$ cat src/rtl/hdc_class_search_ctrl.sv
// hdc_class_search_ctrl: loads a query hypervector, sweeps the class ROM and reports the nearest class by Hamming distance.
// Ports:
//   clk, rst                 clock, asynchronous active-high reset
//   start                    begin a query (honoured in IDLE only)
//   query_frame/valid/ready  query frame stream, frames 0..NUM_FRAMES-1 in order
//   frame_id, frame_index    class ROM address (class, frame)
//   class_vec_in             class ROM data, combinational from the address
//   busy, done               activity flag, one-cycle result strobe
//   pred_class, pred_dist    argmin class and its distance, held between results
module hdc_class_search_ctrl #(
    parameter int FRAME_W     = 64,
    parameter int NUM_FRAMES  = 3,
    parameter int NUM_CLASSES = 8,
    parameter int CLASS_ID_W  = 3,
    parameter int FRAME_IDX_W = 2,
    parameter int DIST_W      = 8
) (
    input  logic                   clk,
    input  logic                   rst,
    input  logic                   start,
    input  logic [FRAME_W-1:0]     query_frame,
    input  logic                   query_valid,
    output logic                   query_ready,
    output logic [CLASS_ID_W-1:0]  frame_id,
    output logic [FRAME_IDX_W-1:0] frame_index,
    input  logic [FRAME_W-1:0]     class_vec_in,
    output logic                   busy,
    output logic                   done,
    output logic [CLASS_ID_W-1:0]  pred_class,
    output logic [DIST_W-1:0]      pred_dist
);
    typedef enum logic [2:0] {IDLE, LOAD, SWEEP, DRAIN, DONE} state_t;
    localparam logic [FRAME_IDX_W-1:0] F_LAST = FRAME_IDX_W'(NUM_FRAMES - 1);
    localparam logic [CLASS_ID_W-1:0]  C_LAST = CLASS_ID_W'(NUM_CLASSES - 1);
    state_t                 state;
    logic [FRAME_W-1:0]     qbuf [NUM_FRAMES];
    logic [FRAME_IDX_W-1:0] load_cnt;
    logic                   s1_valid;
    logic                   s1_last;
    logic [DIST_W-1:0]      s1_pc;
    logic [CLASS_ID_W-1:0]  s1_tag;
    logic [DIST_W-1:0]      acc;
    logic [DIST_W-1:0]      best_dist;
    logic [CLASS_ID_W-1:0]  best_class;
    logic [DIST_W-1:0]      pc;
    logic [DIST_W-1:0]      sum;
    logic                   better;
    logic [DIST_W-1:0]      acc_n;
    logic [DIST_W-1:0]      best_dist_n;
    logic [CLASS_ID_W-1:0]  best_class_n;
    // Stage 1 input: Hamming distance of the addressed query frame against ROM data.
    assign pc = DIST_W'($countones(qbuf[frame_index] ^ class_vec_in));
    // Stage 2: accumulate per class; strict compare keeps the lower class id on ties.
    always_comb begin
        sum          = acc + s1_pc;
        better       = s1_valid && s1_last && (sum < best_dist);
        acc_n        = s1_valid ? (s1_last ? '0 : sum) : acc;
        best_dist_n  = better ? sum : best_dist;
        best_class_n = better ? s1_tag : best_class;
    end
    always_ff @(posedge clk or posedge rst) begin
        if (rst) begin
            state       <= IDLE;
            load_cnt    <= '0;
            s1_valid    <= 1'b0;
            s1_last     <= 1'b0;
            s1_pc       <= '0;
            s1_tag      <= '0;
            acc         <= '0;
            best_dist   <= '0;
            best_class  <= '0;
            query_ready <= 1'b0;
            frame_id    <= '0;
            frame_index <= '0;
            busy        <= 1'b0;
            done        <= 1'b0;
            pred_class  <= '0;
            pred_dist   <= '0;
            for (int i = 0; i < NUM_FRAMES; i++) qbuf[i] <= '0;
        end else begin
            done       <= 1'b0;
            s1_valid   <= state == SWEEP;
            s1_pc      <= pc;
            s1_tag     <= frame_id;
            s1_last    <= frame_index == F_LAST;
            acc        <= acc_n;
            best_dist  <= best_dist_n;
            best_class <= best_class_n;
            case (state)
                IDLE: if (start) begin
                    state       <= LOAD;
                    busy        <= 1'b1;
                    query_ready <= 1'b1;
                    load_cnt    <= '0;
                    acc         <= '0;
                    best_dist   <= '1;
                    best_class  <= '0;
                end
                LOAD: if (query_valid && query_ready) begin
                    qbuf[load_cnt] <= query_frame;
                    load_cnt       <= load_cnt + 1'b1;
                    if (load_cnt == F_LAST) begin
                        state       <= SWEEP;
                        query_ready <= 1'b0;
                        frame_id    <= '0;
                        frame_index <= '0;
                    end
                end
                SWEEP: begin
                    // Row-major walk: frame index first, then class.
                    frame_index <= (frame_index == F_LAST) ? '0 : frame_index + 1'b1;
                    if (frame_index == F_LAST) begin
                        frame_id <= (frame_id == C_LAST) ? '0 : frame_id + 1'b1;
                        if (frame_id == C_LAST) state <= DRAIN;
                    end
                end
                DRAIN: begin
                    // Final entry retires this cycle, so take the post-update best values.
                    state      <= DONE;
                    done       <= 1'b1;
                    pred_class <= best_class_n;
                    pred_dist  <= best_dist_n;
                end
                DONE: begin
                    state <= IDLE;
                    busy  <= 1'b0;
                end
                default: state <= IDLE;
            endcase
        end
    end
endmodule
$ cat config.mk
export PLATFORM = sky130hd
export DESIGN_NAME = hdc_class_search_ctrl
export DESIGN_NICKNAME = d
export VERILOG_FILES = /design/src/rtl/hdc_class_search_ctrl.sv
export SDC_FILE = /design/constraint.sdc
export NUM_CORES = 1
export LEC_CHECK = 0
export CAP_MARGIN = 5
export CORE_ASPECT_RATIO = 0.9
export CORE_MARGIN = 8
export CORE_UTILIZATION = 45
export CTS_CLUSTER_DIAMETER = 200
export DETAILED_ROUTE_END_ITERATION = 8
export PLACE_DENSITY = 0.66
export SKIP_CTS_REPAIR_TIMING = 1
export SYNTH_ARGS = -nofsm -noshare
export SYNTH_HDL_FRONTEND = slang
export SYNTH_SLANG_ARGS = --single-unit
$ cat constraint.sdc
create_clock -name clk -period 18.1 [get_ports clk]
set_clock_uncertainty 0.05 [all_clocks]
set_input_delay 4.525 -clock clk [delete_from_list [all_inputs] [get_ports clk]]
set_output_delay 4.525 -clock clk [all_outputs]
set_load 0.01 [all_outputs]
# Word level (Yosys, flattened, before mapping)
# Index checks and enable logic that the tools add are counted.
# totals
inputBits	132
out_inout_bits	19
mem_bits_rw	0
romBits	0
mem_count	0
latchBits	0
register_bits	247
elab_cells	160
# classes
n_mux	40
add_sub_neg	67
magnitude_cmp	4
n_shift	0
bitwise_logic	3
n_reduce_logical	15
div	0
eq_ne	12
n_mul	0
# op_table
operator	count
bitwise mux 192 bit	1
two-way mux 64 bit	3
binary-select mux 64 bit (select 2 bit)	1
demux 64 bit (select 2 bit)	1
adder 1 x 1 -> 2 bit	32
bitwise XOR 64 bit	1
two-way mux 8 bit	7
adder 2 x 2 -> 3 bit	16
two-way mux 3 bit	12
adder 3 x 3 -> 4 bit	8
adder 4 x 4 -> 5 bit	4
adder 5 x 5 -> 6 bit	2
case mux 3 bit (4 select lines)	1
two-way mux 2 bit	5
adder 8 x 7 -> 8 bit	1
less-than comparator 8 bit	1
case mux 2 bit (2 select lines)	2
AND reduction 4 bit	2
adder 6 x 6 -> 7 bit	1
equality test 3 x 2 -> 1 bit, second input constant	2
equality test 3 bit, second input constant	2
greater-or-equal comparator 3 bit, second input constant	2
!= test 2 bit, second input constant	3
inverter 2 -> 3 bit	2
15 further kinds	29

# Logic depth before layout (Yosys ltp)
# Gate-level depths: netlist of run 1.
# depth
word_depth	11
depth_mapped	28
depth_no_buf	26

# Least setup slack after synthesis of run 1
# No wires, ideal clock.
# synth_path
kind	input-to-reg
from	input class_vec_in[53]
to	register s1_pc[6]
setup_slack_ns	7.731
path_buffers	0
arrival_ns	10.195
stages	22
required_ns	17.926
setup_ns	0.124
cell_sequence	xnor2_1 fa_1 inv_1 fa_1 inv_1 fa_1 inv_1 fa_1 inv_1 fa_1 inv_1 fa_1 fa_1 fa_1 inv_1 ha_1 fa_1 a21o_1 a21oi_1 inv_1 a21oi_1 o21bai_1
# synth_between
elab_chain_len	7
# synth_lines
item	line	source
from (decl)	26	input logic [FRAME_W-1:0] class_vec_in,
bitwise XOR 64 bit	52	assign pc = DIST_W'($countones(qbuf[frame_index] ^ class_vec_in));
adder 1 x 1 -> 2 bit (implied by the code)	52	
adder 2 x 2 -> 3 bit (implied by the code)	52	
adder 3 x 3 -> 4 bit (implied by the code)	52	
adder 4 x 4 -> 5 bit (implied by the code)	52	
adder 5 x 5 -> 6 bit (implied by the code)	52	
adder 6 x 6 -> 7 bit (implied by the code)	52	
named net pc[6]	45	logic [DIST_W-1:0] pc;
to (signal assigned)	83	s1_pc <= pc;
to (decl)	40	logic [DIST_W-1:0] s1_pc;
# The timed path passes the listed nets, and every way through them passes these cells.
# A chain may end at the register's enable or synchronous reset.

# Worst setup path in the final report of run 1
# layout_path
from	input class_vec_in[45]
to	register s1_pc[6]
# The elaborated chain is that of the path after synthesis.

==> results of run 1 <==
-- critical path, stage by stage --
cell	delay (ns)
clkdlybuf4s50_1	0.41
xnor2_1	0.15
fa_1	0.54
inv_1	0.05
fa_1	0.60
inv_1	0.08
fa_1	0.53
inv_1	0.06
fa_1	0.49
inv_1	0.06
fa_1	0.56
fa_1	0.45
fa_1	0.52
fa_1	0.55
inv_1	0.04
ha_1	0.23
fa_1	0.40
a21o_1	0.17
a21oi_1	0.21
inv_1	0.07
a21oi_1	0.14
o21bai_1	0.07
-- final cells by class --
class / count / share of cell area
antenna: 2 / 0.0003143
clock buffer: 38 / 0.05084
clock inverter: 13 / 0.009587
inverter: 76 / 0.01839
multi-input combinational: 699 / 0.4055
sequential: 247 / 0.3885
tap: 366 / 0.02876
timing repair buffer: 158 / 0.09807
-- registers in the layout (all words and copies together), names as in the netlist --
register,flops
frame_index,2
best_dist,8
s1_tag,3
s1_pc,7
state,3
load_cnt,2
acc,8
query_ready,1
qbuf,192
done,1
frame_id,3
pred_class,3
busy,1
pred_dist,8
s1_last,1
s1_valid,1
best_class,3
-- cell families (layout without fill, tap and decap cells) --
logic type | Yosys count | in the layout | synth area share
flops | 247 | 247 | 0.4710
other cells | 0 | 2 | 0
simple gates | 149 | 149 | 0.04958
mux | 265 | 265 | 0.2205
xor+xnor | 72 | 72 | 0.04805
compound gates | 124 | 124 | 0.05587
buf+inv | 124 | 285 | 0.03871
fa+ha+maj | 89 | 89 | 0.1163
-- final timing paths --
path | from | to | cells past startpoint
worst max-delay path | class_vec_in[45] | s1_pc[6] | 22
min in group asynchronous | rst | qbuf[69] | 2
worst min register to register | frame_id[2] | s1_tag[2] | 0
max in group asynchronous | rst | qbuf[36] | 3
worst min-delay path | frame_id[2] | s1_tag[2] | 0
worst max register to register | frame_index[0] | s1_pc[6] | 25
-- cells in the final DEF, fill, tap and decap left out, types with 6 or more instances in the layout --
| cell | instances |
|---|---|
| o21ai_0 | 49 |
| a21oi_1 | 38 |
| mux2i_1 | 72 |
| ha_1 | 34 |
| mux2_2 | 10 |
| nand2_1 | 69 |
| buf_4 | 8 |
| o21ai_1 | 9 |
| clkdlybuf4s50_1 | 150 |
| clkbuf_16 | 29 |
| xnor2_1 | 69 |
| dfrtp_1 | 245 |
| fa_1 | 55 |
| inv_1 | 75 |
| mux2_1 | 183 |
| nand3_1 | 9 |
| clkinv_2 | 6 |
| nor2_1 | 45 |
-- metrics by stage --
stage                     std cells  utilization
after floorplan                1070            -
after global placement         1546       0.5195
after detailed placement       1546       0.5195
after CTS                      1597       0.5529
after global routing           1598       0.5530
final                          1599       0.5531
-- metal layers --
layer	track usage	share of wire
met1	0.2360	0.46
met2	0.2944	0.46
met3	0.04734	0.060
met4	0.03534	0.018
met5	0	0.0030
==> flow_summary.toml, run 1 <==
[outcome]
outcome = "complete, no violations"

[grt]
grt_pass1_vias = 9034
overflow = 0
antenna_found_initial = 8
grt_pass1_wl_um = 49600
grt_max_degree = 119
grt_use_total = 0.1785

[critical_path]
rrSetupSlack_ns = 9.47
end_kind = "flop"
critPathArrivalTime_ns = 10.90
startpoint_type = "input pin"
crit_fanout = 2
critPathRequiredTime_ns = 18.47
crit_type = "in2reg"

[cts]
cts_sinks = 247
tritoncts.num_buffers = 28
htreeDepth = 1
cts_max_path_buffers = 3
cts_root_buffer = "clkbuf_16"
worstSkewPairLatency_ns = 0.54
clkTransAtPathRegs_ns = 0.06
cts_tree = "built"

[yosys]
synth_area_per_cell_um2 = 12.27
yosysTopAreaCell = "dfrtp_1"
synth-edff-count = 0
syn-num-nets = 1291
yosysTopAreaCellShare = 0.4710
yosysSeqAreaShare = 0.4710
synthCells = 1070
yosys_warnings = 0
synthTopCellsByArea = "dfrtp_1, mux2_1, fa_1"
yosysMostFrequentCell = "dfrtp_1"
yosysUniqueCellTypes = 50
netlist_area_um2 = 13120
ys.flop_type = "dfrtp_1"
synthArstFlopShare = 1.000
ys_top_cells_by_count = "dfrtp_1, mux2_1, inv_1, mux2i_1"
synth_seq_cells = 247

[place]
pre_cts_slack_ns = 6.995
hpwl_um = 20700
gp_congestion = 0.7851
placed_cell_area_um2 = 14960
io_buffers = 150

[routing]
routedWlPerCell_um = 18.99
drtIter0Drc = 309
via_count = 8260
viasPerCell = 5.166
ant_nets = 0
remaining_drc_errors = 0
first_pass_iters = 4
routed_wirelength_um = 30370

[die]
die_area_um2 = 34890
die_y_um = 178.0
ios = 151
initial_core_util = 0.4558
die_w_um = 196.0
core_um2 = 28790
row_count = 59

[timing]
fin_hold_ws_ns = 0.4079
hold_violations = 0
relSlewSlack = 0.2680
drv_slew = 0
fin_crit_ns = 10.53
finalWorstSetupSlack_ns = 7.571
max_freq_ghz = 0.09497
tightest_slew_ns = 1.098
fin_crit_sh = 0.5817
rsz0062_at_grt = "false"
setup_violations = 0
fin_setup_tns_ns = 0

[layout]
layout.area.seq_um2 = 6186
area_growth_pct = 21.33
multiInputGateArea_um2 = 6457
drive_above_1_share = 0.06336
nets = 1431
fin_area_um2 = 15920
fillerInstances = 2439

[min_path]
hold_class = "reg2reg"

[job]
cap_viol_max_count = 0
Power of run 1 is left out: the tool's default activity adds up to more than one toggle a clock period on the data nets, which glitch-free logic cannot reach.
==> inputs of run 2 (changes only) <==
--- a/config.mk
+++ b/config.mk
@@ -11,7 +11,7 @@
 export CORE_UTILIZATION = 45
 export CTS_CLUSTER_DIAMETER = 200
 export DETAILED_ROUTE_END_ITERATION = 8
-export PLACE_DENSITY = 0.66
+export PLACE_DENSITY = 0.69
 export SKIP_CTS_REPAIR_TIMING = 1
 export SYNTH_ARGS = -nofsm -noshare
 export SYNTH_HDL_FRONTEND = slang
==> constraint.sdc (replaced) <==
create_clock -name clk -period 8.74 [get_ports clk]
set_clock_uncertainty 0.05 [all_clocks]
set_input_delay 2.185 -clock clk [delete_from_list [all_inputs] [get_ports clk]]
set_output_delay 2.185 -clock clk [all_outputs]
set_load 0.01 [all_outputs]
==> run 2 against run 1 <==
  * Global-route usage fell by 0.12 points
  * Design area fell by 0.51%
  * Sequential share of layout area grew 0.20 points
  * Register-to-register slack lost 8.5 ns
  * First-iteration DRC count is 0.97% lower
  * Flip-flop and latch count is the same
  * Hold slack lost 0.0063 ns
==> flow_summary.toml, run 2 (synthesized netlist as in run 1, its figures left out) <==
[layout]
multiInputGateArea_um2 = 6457
final_common_cell = "dfrtp_1"
drive_above_1_share = 0.06088
area_growth_pct = 20.71
fillerInstances = 2458
largest_reg_flops = 192
nets = 1432
final_cell_mix = "dfrtp_1, mux2_1, clkdlybuf4s50_1"
layout.area.seq_um2 = 6186
largest_register = "qbuf"

[min_path]
hold_class = "reg2reg"
hold-path-cell-count = 0

[critical_path]
crit_fanout = 2
crit_type = "in2reg"
r2r_cells = 24
critPathArrivalTime_ns = 8.47
startpoint_type = "input pin"
critPathRequiredTime_ns = 9.10
end_kind = "flop"

[die]
die_area_um2 = 34890
die_y_um = 178.0
core_um2 = 28790
initial_core_util = 0.4558
die_w_um = 196.0
row_count = 59
ios = 151

[timing]
tightest_slew_ns = 1.124
setup_violations = 0
fin_crit_ns = 8.108
fin_setup_tns_ns = 0
hold_violations = 0
drv_slew = 0
rsz0062_at_grt = "false"
fin_crit_sh = 0.9277
relSlewSlack = 0.2506
max_freq_ghz = 0.1233

[grt]
grt_max_degree = 189
grt_use_total = 0.1773
antenna_found_initial = 6
grt_pass1_vias = 9229
grt_pass1_wl_um = 49630
overflow = 0

[cts]
htreeDepth = 1
tritoncts.num_buffers = 27
cts_tree = "built"
cts_max_path_buffers = 3
clkTransAtPathRegs_ns = 0.06
cts_sinks = 247
cts_root_buffer = "clkbuf_16"
worstSkewPairLatency_ns = 0.54

[routing]
first_pass_iters = 4
drtIter0Drc = 306
ant_nets = 0
routed_wirelength_um = 30150
remaining_drc_errors = 0
routedWlPerCell_um = 18.85
viasPerCell = 5.201
via_count = 8317

[place]
io_buffers = 150
hpwl_um = 20850
gp_congestion = 0.7879

[outcome]
outcome = "complete, no violations"

[job]
cap_viol_max_count = 0
[run 2: cell count changes in the layout (fill, tap and decap cells not counted), moves of 2 or more]
cell and delta:
bufinv_16 -3, clkinv_4 -2, buf_12 +2, clkinvlp_4 +3, clkbuf_16 -2, clkinv_2 -2, clkbuf_1 +4
[run 2: final cells by class]
class                      count  share of cell area
antenna                        1           0.0001580
clock buffer                  41             0.04976
clock inverter                 9            0.003712
inverter                      76             0.01825
multi-input combinational    699              0.4076
sequential                   247              0.3905
tap                          366             0.02891
timing repair buffer         160              0.1011
[run 2: metal layers]
layer / part of all wire / GRT usage / vias up
li1: - / - / 3905
met1: 0.45 / 0.2277 / 4204
met2: 0.48 / 0.3018 / 143
met3: 0.050 / 0.04357 / 53
met4: 0.021 / 0.03787 / 12
met5: 0.0024 / 0 / -
[run 2: path summary, 6_finish.rpt]
| path | start | to | slack [ns] |
|---|---|---|---|
| setup / recovery | class_vec_in[53] | s1_pc[6] | 0.63 |
| hold / removal | frame_id[1] | s1_tag[1] | 0.40 |
| setup reg to reg | frame_index[0] | s1_pc[6] | 0.95 |
| hold reg to reg | frame_id[1] | s1_tag[1] | 0.40 |
| max in group asynchronous | rst | qbuf[114] | 4.95 |
| min in group asynchronous | rst | qbuf[137] | 2.23 |
[run 2: critical path: stages]
cell,delay (ns)
clkdlybuf4s50_1,0.41
xnor2_1,0.15
fa_1,0.58
inv_1,0.07
fa_1,0.53
inv_1,0.06
fa_1,0.53
inv_1,0.05
fa_1,0.48
inv_1,0.07
fa_1,0.50
inv_1,0.05
fa_1,0.50
fa_1,0.51
fa_1,0.55
inv_1,0.04
ha_1,0.22
fa_1,0.40
a21o_1,0.17
a21oi_1,0.17
inv_1,0.06
a21oi_1,0.14
o21bai_1,0.07
[run 2: through the flow]
step | setup WS (ns) | hold WS [ns] | cells | util | cell area (µm²)
final | 0.6323 | 0.4016 | 1599 | 0.5502 | 15840
after detailed placement | 0.04688 | 0.3936 | 1548 | 0.5207 | 14990
after global routing | 0.2720 | 0.4241 | 1598 | 0.5502 | 15840
after global placement | 0.09001 | 0.3970 | 1548 | 0.5207 | 14990
after CTS | 0.6129 | 0.4089 | 1598 | 0.5502 | 15840
after floorplan | 0.7111 | 0.4025 | 1070 | - | 13130
Power of run 2 is left out for the same reason.
==> inputs of run 3 (changes only) <==
--- a/config.mk
+++ b/config.mk
@@ -11,7 +11,7 @@
 export CORE_UTILIZATION = 45
 export CTS_CLUSTER_DIAMETER = 200
 export DETAILED_ROUTE_END_ITERATION = 8
-export PLACE_DENSITY = 0.69
+export PLACE_DENSITY = 0.7
 export SKIP_CTS_REPAIR_TIMING = 1
 export SYNTH_ARGS = -nofsm -noshare
 export SYNTH_HDL_FRONTEND = slang
==> run 3 against run 2 <==
  * Cell count grew 0.31%
  * Global-route usage is essentially flat
  * Die area is the same
  * Wire length shrank 0.93%
  * Flip-flop and latch count is the same
  * Setup slack lost 0.056 ns
  * Fmax shrank 0.68%
  * Utilization grew 0.64 points
  * Register-to-register slack gained 0.25 ns
  * Clock-buffer cell count grew 2
  * Via count shrank 0.38%
  * Highest routed layer unchanged
==> flow_summary.toml, run 3 (synthesized netlist as in run 1, its figures left out) <==
[die]
die_y_um = 178.0
die_w_um = 196.0
die_area_um2 = 34890
initial_core_util = 0.4558
ios = 151
core_um2 = 28790
row_count = 59

[critical_path]
end_kind = "flop"
critPathRequiredTime_ns = 9.11
critPathArrivalTime_ns = 8.53
startpoint_type = "input pin"
path_cells = "clkdlybuf4s50_1 -> xnor2_1 -> fa_1 -> inv_1 -> fa_1 -> inv_1 -> fa_1 -> inv_1 -> fa_1 -> inv_1 -> fa_1 -> fa_1 -> fa_1 -> fa_1 -> inv_1 -> ha_1 -> fa_1 -> a21o_1 -> a21oi_1 -> inv_1 -> a21oi_1 -> o21bai_1"
critPathSlowestCell = "fa_1"
crit_buf_inv = 7
crit_type = "in2reg"
cp_top_family = "adder cells"
rrSetupSlack_ns = 1.20
path_common_cell = "fa_1"
cpPeakStageDelay_ns = 0.58
crit_fanout = 2

[layout]
multiInputGateArea_um2 = 6457
drive_above_1_share = 0.06715
nets = 1436
fin_util = 0.5567
fillerInstances = 2435
fin_area_um2 = 16030
final_cell_mix = "dfrtp_1, mux2_1, clkdlybuf4s50_1"
area_growth_pct = 22.12
largest_reg_flops = 192
largest_register = "qbuf"
final_common_cell = "dfrtp_1"
instances_no_fill = 1604
layout.area.seq_um2 = 6186

[routing]
routedWlPerCell_um = 18.62
first_pass_iters = 5
viasPerCell = 5.165
drtIter0Drc = 311
remaining_drc_errors = 0
via_count = 8285
ant_nets = 0
routed_wirelength_um = 29870

[timing]
tightest_slew_ns = 0.9505
setup_violations = 0
hold_violations = 0
fin_crit_sh = 0.9340
rsz0062_at_grt = "false"
finalWorstSetupSlack_ns = 0.5765
fin_crit_ns = 8.163
relSlewSlack = 0.3653
drv_slew = 0
max_freq_ghz = 0.1225

[place]
pre_cts_slack_ns = -0.007923
hpwl_um = 20700
io_buffers = 150
dp_cells = 1550
placed_cell_area_um2 = 15020
gp_congestion = 0.8072

[cts]
cts_sinks = 247
worstSkewPairLatency_ns = 0.55
clkTransAtPathRegs_ns = 0.06
cts_max_path_buffers = 3
cts_root_buffer = "clkbuf_16"
cts_tree = "built"
tritoncts.num_buffers = 29
htreeDepth = 1

[job]
cap_viol_max_count = 0

[min_path]
hold_class = "reg2reg"

[outcome]
outcome = "complete, no violations"

[grt]
antenna_found_initial = 6
overflow = 0
grt_pass1_vias = 9191
grt_use_total = 0.1770
grt_max_degree = 129
grt_pass1_wl_um = 49560
## run 3: path summary, 6_finish.rpt
path / startpoint / to / cells after the start
setup / recovery: class_vec_in[45] / s1_pc[6] / 22
hold / removal: frame_id[2] / s1_tag[2] / 0
setup reg to reg: frame_index[1] / s1_pc[6] / 24
hold reg to reg: frame_id[2] / s1_tag[2] / 0
max in group asynchronous: rst / frame_index[1] / 4
min in group asynchronous: rst / qbuf[70] / 2
## run 3: area by class of cell
cell class                 count  area share
sequential                   247      0.3860
clock inverter                 9    0.007729
multi-input combinational    699      0.4029
tap                          366     0.02857
clock buffer                  43     0.05481
timing repair buffer         162      0.1016
inverter                      76     0.01803
antenna                        2   0.0003123
## run 3: stage by stage
step	hold slack [ns]	TNS (ns)
after global placement	0.3830	0
after floorplan	0.4025	0
after global routing	0.4213	0
final	0.4037	0
after CTS	0.4066	0
after detailed placement	0.3932	-0.007923
## run 3: routing by layer
metal	vias to the layer above	share of wire	global-route usage	wire length (µm)
met5	-	0.0023	0	69
met3	38	0.051	0.04395	1527
met1	4180	0.45	0.2271	13400
li1	3918	-	-	-
met4	10	0.015	0.04039	456
met2	139	0.48	0.3002	14420
Power of run 3 is left out for the same reason.
